## src/rtl/m_sprite_renderer.sv

```systemverilog
// m_sprite_renderer: per frame, erases four 5x5 sprite cells by restoring
// pixels from background memory, then redraws them at their new cells.
// Queued background write requests are plotted while idle between frames.
// Optional feature: define SPRITE_SHAPE_EN to skip the four corner pixels
// when drawing (rounded sprites, same cycle count).
module m_sprite_renderer #(
  parameter logic [2:0] PLAYER_COLOR = 3'b110,
  parameter logic [2:0] G1_COLOR     = 3'b100,
  parameter logic [2:0] G2_COLOR     = 3'b101,
  parameter logic [2:0] G3_COLOR     = 3'b011,
  parameter int         FIFO_DEPTH   = 4
) (
  input  logic        clock,
  input  logic        resetn,
  input  logic        enable,
  input  logic [4:0]  player_x,
  input  logic [3:0]  player_y,
  input  logic [4:0]  ghost1_x,
  input  logic [4:0]  ghost2_x,
  input  logic [4:0]  ghost3_x,
  input  logic [3:0]  ghost1_y,
  input  logic [3:0]  ghost2_y,
  input  logic [3:0]  ghost3_y,
  input  logic [7:0]  bg_x,
  input  logic [6:0]  bg_y,
  input  logic [2:0]  bg_color,
  input  logic        bg_wren,
  output logic [14:0] bg_rd_addr,
  input  logic [2:0]  bg_rd_data,
  output logic [7:0]  vga_x,
  output logic [6:0]  vga_y,
  output logic [2:0]  vga_color,
  output logic        vga_plot,
  output logic        finished,
  output logic        overflow
);

  localparam int PW = $clog2(FIFO_DEPTH);

  localparam logic [1:0] S_IDLE  = 2'd0;
  localparam logic [1:0] S_ERASE = 2'd1;
  localparam logic [1:0] S_DRAW  = 2'd2;
  localparam logic [1:0] S_DONE  = 2'd3;

  logic [1:0]  state_q, state_d;
  logic [4:0]  cnt_q, cnt_d;
  logic [1:0]  spr_q, spr_d;
  logic [2:0]  dx_q, dx_d, dy_q, dy_d;
  logic        pending_q, pending_d;
  logic        first_q, first_d;
  logic        ovf_q, ovf_d;
  logic [7:0]  prev_x_q;
  logic [6:0]  prev_y_q;
  logic [4:0]  new_x_q [4];
  logic [3:0]  new_y_q [4];
  logic [4:0]  old_x_q [4];
  logic [3:0]  old_y_q [4];
  logic [17:0] fifo_q [FIFO_DEPTH];
  logic [PW:0] wr_q, rd_q;

  logic        empty, full, push, pop, start, corner;
  logic [1:0]  sel;
  logic [4:0]  cell_x;
  logic [3:0]  cell_y;
  logic [7:0]  cur_x;
  logic [6:0]  cur_y;
  logic [14:0] rd_addr;

  // Index 0 is the player, 1..3 the ghosts.
  function automatic logic [2:0] sprite_color(input logic [1:0] idx);
    case (idx)
      2'd0:    sprite_color = PLAYER_COLOR;
      2'd1:    sprite_color = G1_COLOR;
      2'd2:    sprite_color = G2_COLOR;
      default: sprite_color = G3_COLOR;
    endcase
  endfunction

  assign empty = (wr_q == rd_q);
  assign full  = (wr_q[PW] != rd_q[PW]) && (wr_q[PW-1:0] == rd_q[PW-1:0]);
  assign pop   = (state_q == S_IDLE) && !empty;
  assign push  = bg_wren && (!full || pop);
  assign start = (state_q == S_IDLE) && empty && pending_q;

  // Erase walks player,g1,g2,g3; draw walks g1,g2,g3,player so spr+1 wraps to player last.
  assign sel     = (state_q == S_DRAW) ? spr_q + 2'd1 : spr_q;
  assign cell_x  = (state_q == S_ERASE) ? old_x_q[sel] : new_x_q[sel];
  assign cell_y  = (state_q == S_ERASE) ? old_y_q[sel] : new_y_q[sel];
  assign cur_x   = 8'(cell_x) * 8'd5 + 8'(dx_q);
  assign cur_y   = 7'(cell_y) * 7'd5 + 7'(dy_q);
  assign rd_addr = 15'(cur_y) * 15'd160 + 15'(cur_x);
  assign corner  = (dx_q == 3'd0 || dx_q == 3'd4) && (dy_q == 3'd0 || dy_q == 3'd4);

  // Next-state: frame sequencing, dx-fastest pixel scan, pending and overflow flags.
  always_comb begin
    state_d   = state_q;
    cnt_d     = cnt_q;
    spr_d     = spr_q;
    dx_d      = dx_q;
    dy_d      = dy_q;
    pending_d = enable | (pending_q & ~start);
    first_d   = first_q;
    ovf_d     = ovf_q | (bg_wren & full & ~pop);
    case (state_q)
      S_IDLE: begin
        if (start) begin
          state_d = first_q ? S_DRAW : S_ERASE;
          cnt_d   = 5'd0;
          spr_d   = 2'd0;
          dx_d    = 3'd0;
          dy_d    = 3'd0;
        end
      end
      S_ERASE: begin
        // Cycle 25 of each sprite only flushes the last read; the scan has already wrapped.
        if (cnt_q != 5'd25) begin
          dx_d = (dx_q == 3'd4) ? 3'd0 : dx_q + 3'd1;
          if (dx_q == 3'd4) dy_d = (dy_q == 3'd4) ? 3'd0 : dy_q + 3'd1;
        end
        if (cnt_q == 5'd25) begin
          cnt_d = 5'd0;
          spr_d = spr_q + 2'd1;
          if (spr_q == 2'd3) state_d = S_DRAW;
        end else begin
          cnt_d = cnt_q + 5'd1;
        end
      end
      S_DRAW: begin
        dx_d = (dx_q == 3'd4) ? 3'd0 : dx_q + 3'd1;
        if (dx_q == 3'd4) dy_d = (dy_q == 3'd4) ? 3'd0 : dy_q + 3'd1;
        if (cnt_q == 5'd24) begin
          cnt_d = 5'd0;
          spr_d = spr_q + 2'd1;
          if (spr_q == 2'd3) state_d = S_DONE;
        end else begin
          cnt_d = cnt_q + 5'd1;
        end
      end
      default: begin
        state_d = S_IDLE;
        first_d = 1'b0;
      end
    endcase
  end

  // Outputs are decoded from state so an async reset silences the plot strobe at once.
  always_comb begin
    bg_rd_addr = 15'd0;
    vga_x      = 8'd0;
    vga_y      = 7'd0;
    vga_color  = 3'd0;
    vga_plot   = 1'b0;
    finished   = 1'b0;
    case (state_q)
      S_IDLE: begin
        if (!empty) begin
          {vga_x, vga_y, vga_color} = fifo_q[rd_q[PW-1:0]];
          vga_plot = 1'b1;
        end
      end
      S_ERASE: begin
        if (cnt_q != 5'd25) bg_rd_addr = rd_addr;
        if (cnt_q != 5'd0) begin
          vga_x     = prev_x_q;
          vga_y     = prev_y_q;
          vga_color = bg_rd_data;
          vga_plot  = 1'b1;
        end
      end
      S_DRAW: begin
        vga_x     = cur_x;
        vga_y     = cur_y;
        vga_color = sprite_color(sel);
`ifdef SPRITE_SHAPE_EN
        vga_plot  = ~corner;
`else
        vga_plot  = 1'b1;
`endif
      end
      default: finished = 1'b1;
    endcase
  end

  assign overflow = ovf_q;

  // Control registers and queue pointers.
  always_ff @(posedge clock or negedge resetn) begin
    if (!resetn) begin
      state_q   <= S_IDLE;
      cnt_q     <= 5'd0;
      spr_q     <= 2'd0;
      dx_q      <= 3'd0;
      dy_q      <= 3'd0;
      pending_q <= 1'b0;
      first_q   <= 1'b1;
      ovf_q     <= 1'b0;
      wr_q      <= '0;
      rd_q      <= '0;
    end else begin
      state_q   <= state_d;
      cnt_q     <= cnt_d;
      spr_q     <= spr_d;
      dx_q      <= dx_d;
      dy_q      <= dy_d;
      pending_q <= pending_d;
      first_q   <= first_d;
      ovf_q     <= ovf_d;
      if (push) wr_q <= wr_q + (PW+1)'(1);
      if (pop)  rd_q <= rd_q + (PW+1)'(1);
    end
  end

  // Sprite positions and the pixel whose memory read is in flight.
  always_ff @(posedge clock or negedge resetn) begin
    if (!resetn) begin
      for (int i = 0; i < 4; i++) begin
        new_x_q[i] <= 5'd0;
        new_y_q[i] <= 4'd0;
        old_x_q[i] <= 5'd0;
        old_y_q[i] <= 4'd0;
      end
      prev_x_q <= 8'd0;
      prev_y_q <= 7'd0;
    end else begin
      if (start) begin
        new_x_q[0] <= player_x;  new_y_q[0] <= player_y;
        new_x_q[1] <= ghost1_x;  new_y_q[1] <= ghost1_y;
        new_x_q[2] <= ghost2_x;  new_y_q[2] <= ghost2_y;
        new_x_q[3] <= ghost3_x;  new_y_q[3] <= ghost3_y;
      end
      if (state_q == S_DONE) begin
        for (int i = 0; i < 4; i++) begin
          old_x_q[i] <= new_x_q[i];
          old_y_q[i] <= new_y_q[i];
        end
      end
      if (state_q == S_ERASE) begin
        prev_x_q <= cur_x;
        prev_y_q <= cur_y;
      end
    end
  end

  // Queue storage; emptiness is tracked by the pointers alone.
  always_ff @(posedge clock) begin
    if (push) fifo_q[wr_q[PW-1:0]] <= {bg_x, bg_y, bg_color};
  end

endmodule
```

## config.mk

```make
export PLATFORM = sky130hd
export DESIGN_NAME = m_sprite_renderer
export DESIGN_NICKNAME = d
export VERILOG_FILES = /design/src/rtl/m_sprite_renderer.sv
export SDC_FILE = /design/constraint.sdc
export NUM_CORES = 1
export LEC_CHECK = 0
export ABC_AREA = 1
export BUFFER_PORTS_ARGS = -buffer_cell sky130_fd_sc_hd__buf_2
export CORE_UTILIZATION = 54
export DETAILED_ROUTE_END_ITERATION = 16
export GPL_TIMING_DRIVEN = 0
export PLACE_DENSITY = 0.77
export SKIP_CTS_REPAIR_TIMING = 1
export SLEW_MARGIN = 20
export SYNTH_ARGS = -nofsm -noshare
export SYNTH_HDL_FRONTEND = slang
export SYNTH_SLANG_ARGS = --single-unit
```

## constraint.sdc

```tcl
create_clock -name clock -period 5.1 [get_ports clock]
set_clock_uncertainty 0.2 [all_clocks]
set_input_delay 0.51 -clock clock [delete_from_list [all_inputs] [get_ports clock]]
set_output_delay 0.51 -clock clock [all_outputs]
set_load 0.005 [all_outputs]
```

### Word-level counts from Yosys, hierarchy flattened

Memory sizes are Yosys's and may differ from the RTL's.
Cells that the tools add are included.

| storage, ports and cells | value |
|---|---|
| word-level logic and storage cells | 143 |
| input port bits | 61 |
| register bits after elaboration | 111 |
| output and inout port bits | 36 |
| bits in writable memories | 72 |
| memories kept | 1 |

Memory list:

| memory | depth | width | read ports | clocked after Yosys merged registers in | wr ports | line | text |
|---|---|---|---|---|---|---|---|
| fifo_q | 4 | 18 | 1 | 0 | 1 | 58 | `logic [17:0] fifo_q [FIFO_DEPTH];` |

| cells by class | value |
|---|---|
| mux-type cells | 56 |
| equality and inequality tests | 20 |
| add/subtract/negate cells | 9 |
| order comparisons | 1 |
| bitwise gates (word level) | 8 |
| reduce and logical (&&, ||, !) cells | 17 |
| multiply operators | 3 |

Operators by type and width:

| operator | number |
|---|---|
| $mux W5 | 8 |
| $pmux W3 S3 | 4 |
| $mux W15 | 2 |
| $mux W3 | 8 |
| $pmux W8 S3 | 1 |
| $pmux W7 S3 | 1 |
| $bmux W5 S2 | 2 |
| $mux W2 | 10 |
| $mux W4 | 5 |
| $bmux W4 S2 | 2 |
| $mux W8 | 2 |
| $add A15 B8 Y15 | 1 |
| $pmux W5 S3 | 1 |
| $mux W7 | 2 |
| $add A3 B1 Y3 const B | 4 |
| $pmux W2 S3 | 2 |
| $eq A5 B5 Y1 const B | 2 |
| $mul A7 B3 Y10 const B | 1 |
| $add A8 B3 Y8 | 1 |
| $eq A2 B2 Y1 const B | 4 |
| $mul A5 B3 Y8 const B | 1 |
| $ne A2 B2 Y1 const B | 4 |
| $add A7 B3 Y7 | 1 |
| $mul A4 B3 Y7 const B | 1 |
| other kinds (27) | 44 |

### Logic depth before layout (Yosys ltp)

| logic depth | value |
|---|---|
| depth in word-level cells | 13 |
| depth in mapped cells | 35 |

### Least setup slack after synthesis

No wires, ideal clock.

| path | value |
|---|---|
| path kind | register to output |
| from | register state_q[0] |
| to | output bg_rd_addr[12] |
| data required time | 4.390 ns |
| buffers on the path | 2 |
| arrival | 4.641 ns |
| cell stages (with the launch flop) | 29 |
| slack | -0.251 ns |
| cell sequence | dfrtp_1 inv_1 ha_1 buf_4 nand2_1 o21ai_0 inv_1 buf_2 o21ai_0 o22ai_1 nand2_1 nand2_1 ha_1 ha_1 inv_1 fa_1 xor2_1 inv_1 ha_1 ha_1 inv_1 fa_1 nor2_1 nand3_1 nand2_1 nand2_1 nor2_1 nor2_1 nor3_1 |

| between the ends | value |
|---|---|
| cells in the longest elaborated chain, start to end | 13 |
| elaborated cells on any way between the ends | 26 |
| classes of those cells | add/sub: 3; mul: 3; eq/ne: 2; mux: 17; bitwise: 1 |

RTL lines:

| item | line | text |
|---|---|---|
| start, declared | 45 | `logic [1:0] state_q, state_d;` |
| start signal, assigned | 200 | `state_q <= state_d;` |
| $eq A2 B2 Y1 | 86 | `assign sel = (state_q == S_DRAW) ? spr_q + 2'd1 : spr_q;` |
| $mux W2 | 86 |  |
| $not A2 Y3 (implied by the code) | 88 | `assign cell_y = (state_q == S_ERASE) ? old_y_q[sel] : new_y_q[sel];` |
| $bmux W4 S2 | 88 |  |
| $mux W4 (implied by the code) (2 in a row) | 88 |  |
| $mux W4 * | 88 |  |
| $mul A4 B3 Y7 * | 90 | `assign cur_y = 7'(cell_y) * 7'd5 + 7'(dy_q);` |
| $add A7 B3 Y7 * | 90 |  |
| via cur_y[3] | 66 | `logic [6:0] cur_y;` |
| $mul A7 B3 Y10 * | 91 | `assign rd_addr = 15'(cur_y) * 15'd160 + 15'(cur_x);` |
| $add A15 B8 Y15 * | 91 |  |
| $mux W15 * | 162 | `if (cnt_q != 5'd25) bg_rd_addr = rd_addr;` |
| $mux W15 * | 154 | `case (state_q)` |
| end, declared | 28 | `output logic [14:0] bg_rd_addr,` |

The timed path passes the listed nets; every way through them passes the cells marked *. The select of a mux whose other input is x is not followed.

### Final worst setup path

| path | value |
|---|---|
| from | register state_q[0] |
| to | output bg_rd_addr[12] |

| between the ends | value |
|---|---|
| cells in the longest elaborated chain, start to end | 13 |
| elaborated cells on any way between the ends | 26 |
| classes of those cells | add/sub: 3; mul: 3; eq/ne: 2; mux: 17; bitwise: 1 |

RTL lines:

| item | line |
|---|---|
| $eq A2 B2 Y1 | 86 |
| $mux W2 | 86 |
| $not A2 Y3 (implied by the code) | 87, 88 |
| $bmux W4 S2 | 88 |
| $mux W4 (implied by the code) (2 in a row) | 88 |
| $mux W4 | 88 |
| $mul A4 B3 Y7 | 90 |
| $add A7 B3 Y7 | 90 |
| $mul A7 B3 Y10 | 91 |
| $add A15 B8 Y15 | 91 |
| $mux W15 | 162 |
| $mux W15 * | 154 |

Every way passes the cells marked *; elsewhere a longest branch is shown, timed or not. The select of a mux whose other input is x is not followed.

==> results_tabular.tex <==
\begin{tabular}{lr}
\hline
Metric & Value \\
\hline
\multicolumn{2}{l}{\textbf{STA}} \\
Final Max Tran Viols & 0 \\
Tightest slew margin relative to the limit & 57.1\% \\
Minimum hold slack & 0.0644 ns \\
Post-layout worst setup margin & -0.874 ns \\
Final-report setup violation count & 9 \\
Unrepaired setup endpoints after global routing & yes \\
Fraction of the cycle the final worst path needs & 117\% \\
Final Hold Viols & 0 \\
Slew at the pin closest to its max-slew limit & 0.643 ns \\
Maximum clock frequency & 167 MHz \\
Final critical delay including setup and external delays & 5.97 ns \\
\multicolumn{2}{l}{\textbf{Final layout}} \\
Leading cell types in the layout, fill and taps excluded & nand2\_1, buf\_2, dfrtp\_1 \\
Fraction of layout instances using a drive strength above 1 & 23.4\% \\
Area growth from synthesis to layout & 24.2\% \\
Final layout net count & 1452 \\
Ant diodes & 0 \\
Number of fillers in the final layout & 1316 \\
Final std cells w/o fill & 1571 \\
Most common cell after layout, fill and taps aside & nand2\_1 \\
\multicolumn{2}{l}{\textbf{GRT}} \\
Initial antenna violation count & 0 \\
Wire length of the first global-routing pass & 40800 um \\
GRT Total Usage & 28.7\% \\
GRT Residual Overflow & 0 \\
Via count of the first global-routing pass & 7955 \\
Maximum number of pins on one net before global-route repair & 57 \\
\multicolumn{2}{l}{\textbf{CTS}} \\
CTS root buf & clkbuf\_16 \\
Clock sinks & 183 \\
Clock tree from TritonCTS & yes \\
Number of buffers added by the clock tree synthesis step & 17 \\
Clock latency of the later-clocked register in the worst-skew pair & 0.45 ns \\
Worst-path clk slew & 0.09 ns \\
Number of buffers on the longest clock path & 2 \\
Count of H-tree levels built during CTS & 4 \\
\multicolumn{2}{l}{\textbf{Critical path}} \\
Slack of the worst reg-to-reg path & 1.32 ns \\
Crit path DAT & 5.26 ns \\
Cell mode on critical path & nand2\_2 \\
Delay-heaviest family, CP & simple AND/OR/NAND/NOR gates \\
Required time reported for the critical path endpoint & 4.39 ns \\
CP Launch Type & flop \\
Crit path buf inv count & 6 \\
CP Class & reg -> out \\
Worst setup EP type & output port \\
Maximum fanout along the worst path & 6 \\
Slowest cell on the critical path & fa\_2 \\
Delay contributed by the slowest stage of the critical path & 0.45 ns \\
\multicolumn{2}{l}{\textbf{Die}} \\
Initial standard-cell utilization of the core & 55.0\% \\
Core area & 0.0180 mm2 \\
\# IOs & 97 \\
Floorplan die area & 0.0189 mm2 \\
Chip height & 137 um \\
Num rows & 49 \\
Chip width & 137 um \\
\multicolumn{2}{l}{\textbf{Route}} \\
Routed wire length & 27500 um \\
Detailed-route vias per instance & 5.68 \\
Average wire per standard cell & 17.5 um \\
DR iter-0 viols & 750 \\
Final antenna-violating net count & 0 \\
Number of optimization iterations in the first detailed-route pass & 6 \\
Remaining routing DRC violations & 0 \\
Number of vias in the routed layout & 8930 \\
\multicolumn{2}{l}{\textbf{Placement}} \\
Total half-perimeter wirelength after legalization and detailed placement & 18100 um \\
Gp weighted congestion & 0.902 \\
DP Cell Count & 1502 \\
Number of buffers added on ports & 96 \\
\multicolumn{2}{l}{\textbf{Synth}} \\
Syn Std Cell Area & 0.00989 mm2 \\
Number of register bits inferred by synthesis & 183 \\
Sequential-to-total area share from yosys stat & 50.0\% \\
Cells after synthesis & 1172 \\
Average cell area after synthesis & 8.44 um2 \\
Unique masters post-synth & 37 \\
Number of nets produced by synthesis & 1295 \\
Number of enable flip-flop cells after synthesis & 72 \\
Dominant register cell in the synthesized netlist & dfrtp\_1 \\
Asr flop ratio synth & 60.7\% \\
Number of warnings reported in the yosys synthesis log & 0 \\
\multicolumn{2}{l}{\textbf{Outcome}} \\
Violations in the final reports & negative setup slack \\
Outcome & finished, violations left \\
\multicolumn{2}{l}{\textbf{Flow run}} \\
Reported max-cap violation count & 0 \\
\multicolumn{2}{l}{\textbf{Worst hold path}} \\
Class of the worst hold path & in -> reg \\
\hline
\end{tabular}
[logic make-up (layout without fill, tap and decap cells)]
group | Yosys count | in the layout | synth area share, %
fa+ha+maj | 62 | 62 | 8.15
compound gates | 168 | 168 | 9.26
xor+xnor | 14 | 14 | 1.32
simple gates | 596 | 597 | 24.7
buf+inv | 149 | 318 | 6.57
flops | 183 | 183 | 50.0
[cell usage after synthesis, types with 6 or more instances]
| cell | number | area share (%) |
|---|---|---|
| a21oi_1 | 19 | 0.96 |
| a31oi_1 | 13 | 0.82 |
| buf_2 | 23 | 1.2 |
| buf_6 | 6 | 0.68 |
| clkbuf_1 | 16 | 0.61 |
| dfrtp_1 | 110 | 28 |
| edfxtp_1 | 72 | 22 |
| ha_1 | 58 | 7.3 |
| inv_1 | 91 | 3.5 |
| nand2_1 | 374 | 14 |
| nand3_1 | 83 | 4.2 |
| nand4_1 | 11 | 0.70 |
| nor2_1 | 101 | 3.8 |
| nor3_1 | 6 | 0.30 |
| o211ai_1 | 9 | 0.68 |
| o21ai_0 | 89 | 4.5 |
| o21ai_1 | 13 | 0.66 |
| o22ai_1 | 22 | 1.4 |
| xor2_1 | 8 | 0.71 |
[final timing paths]
path	depth (start not counted)	from	to
min in group asynchronous	2	resetn	old_x_q[19]
min reg2reg	2	old_x_q[12]	old_x_q[12]
max in group asynchronous	3	resetn	wr_q[1]
max	30	state_q[0]	bg_rd_addr[12]
max reg2reg	20	state_q[0]	prev_x_q[6]
min	1	bg_x[3]	fifo_q[0][13]
[flip-flops by register name (all words and copies together) (netlist names)]
name and cells:
fifo_q 72, new_x_q 20, old_x_q 20, new_y_q 16, old_y_q 16, prev_x_q 8
prev_y_q 7, cnt_q 5, dx_q 3, dy_q 3, rd_q 3, wr_q 3
spr_q 2, state_q 2, first_q 1, overflow 1, pending_q 1
[cell type report]
type	count	area, um2	area share, %
plain buffers	52	353	2.87
clock buffers	17	425	3.46
clock inverters	15	225	1.83
inverters	97	380	3.10
multi-input cells	841	4780	38.9
flip-flops and latches	183	4940	40.3
well taps	229	287	2.33
repair buffers	137	891	7.25
[stage by stage]
stage | util [%] | instance area [um2] | TNS (ns) | setup slack (ns)
3_5_place_dp | 60.3 | 10800 | -5.37 | -0.971
6_report | 68.4 | 12300 | -4.87 | -0.874
5_1_grt | 68.4 | 12300 | -6.98 | -1.08
4_1_cts | 63.9 | 11500 | -10.39 | -1.49
3_3_place_gp | 59.7 | 10700 | -4.32 | -0.851
2_1_floorplan | - | 9960 | -0.0124 | -0.0124
[metal layers]
metal | share of wire (%) | global-route usage (%) | vias up
met5 | 0 | 0 | -
met4 | 3.8 | 11.8 | 0
met3 | 6.9 | 5.45 | 87
met2 | 48 | 46.4 | 388
met1 | 41 | 37.9 | 4266
li1 | - | - | 4189
Power is not shown: default switching activity piles up to over one toggle a cycle in this logic, so the estimate is an artifact.
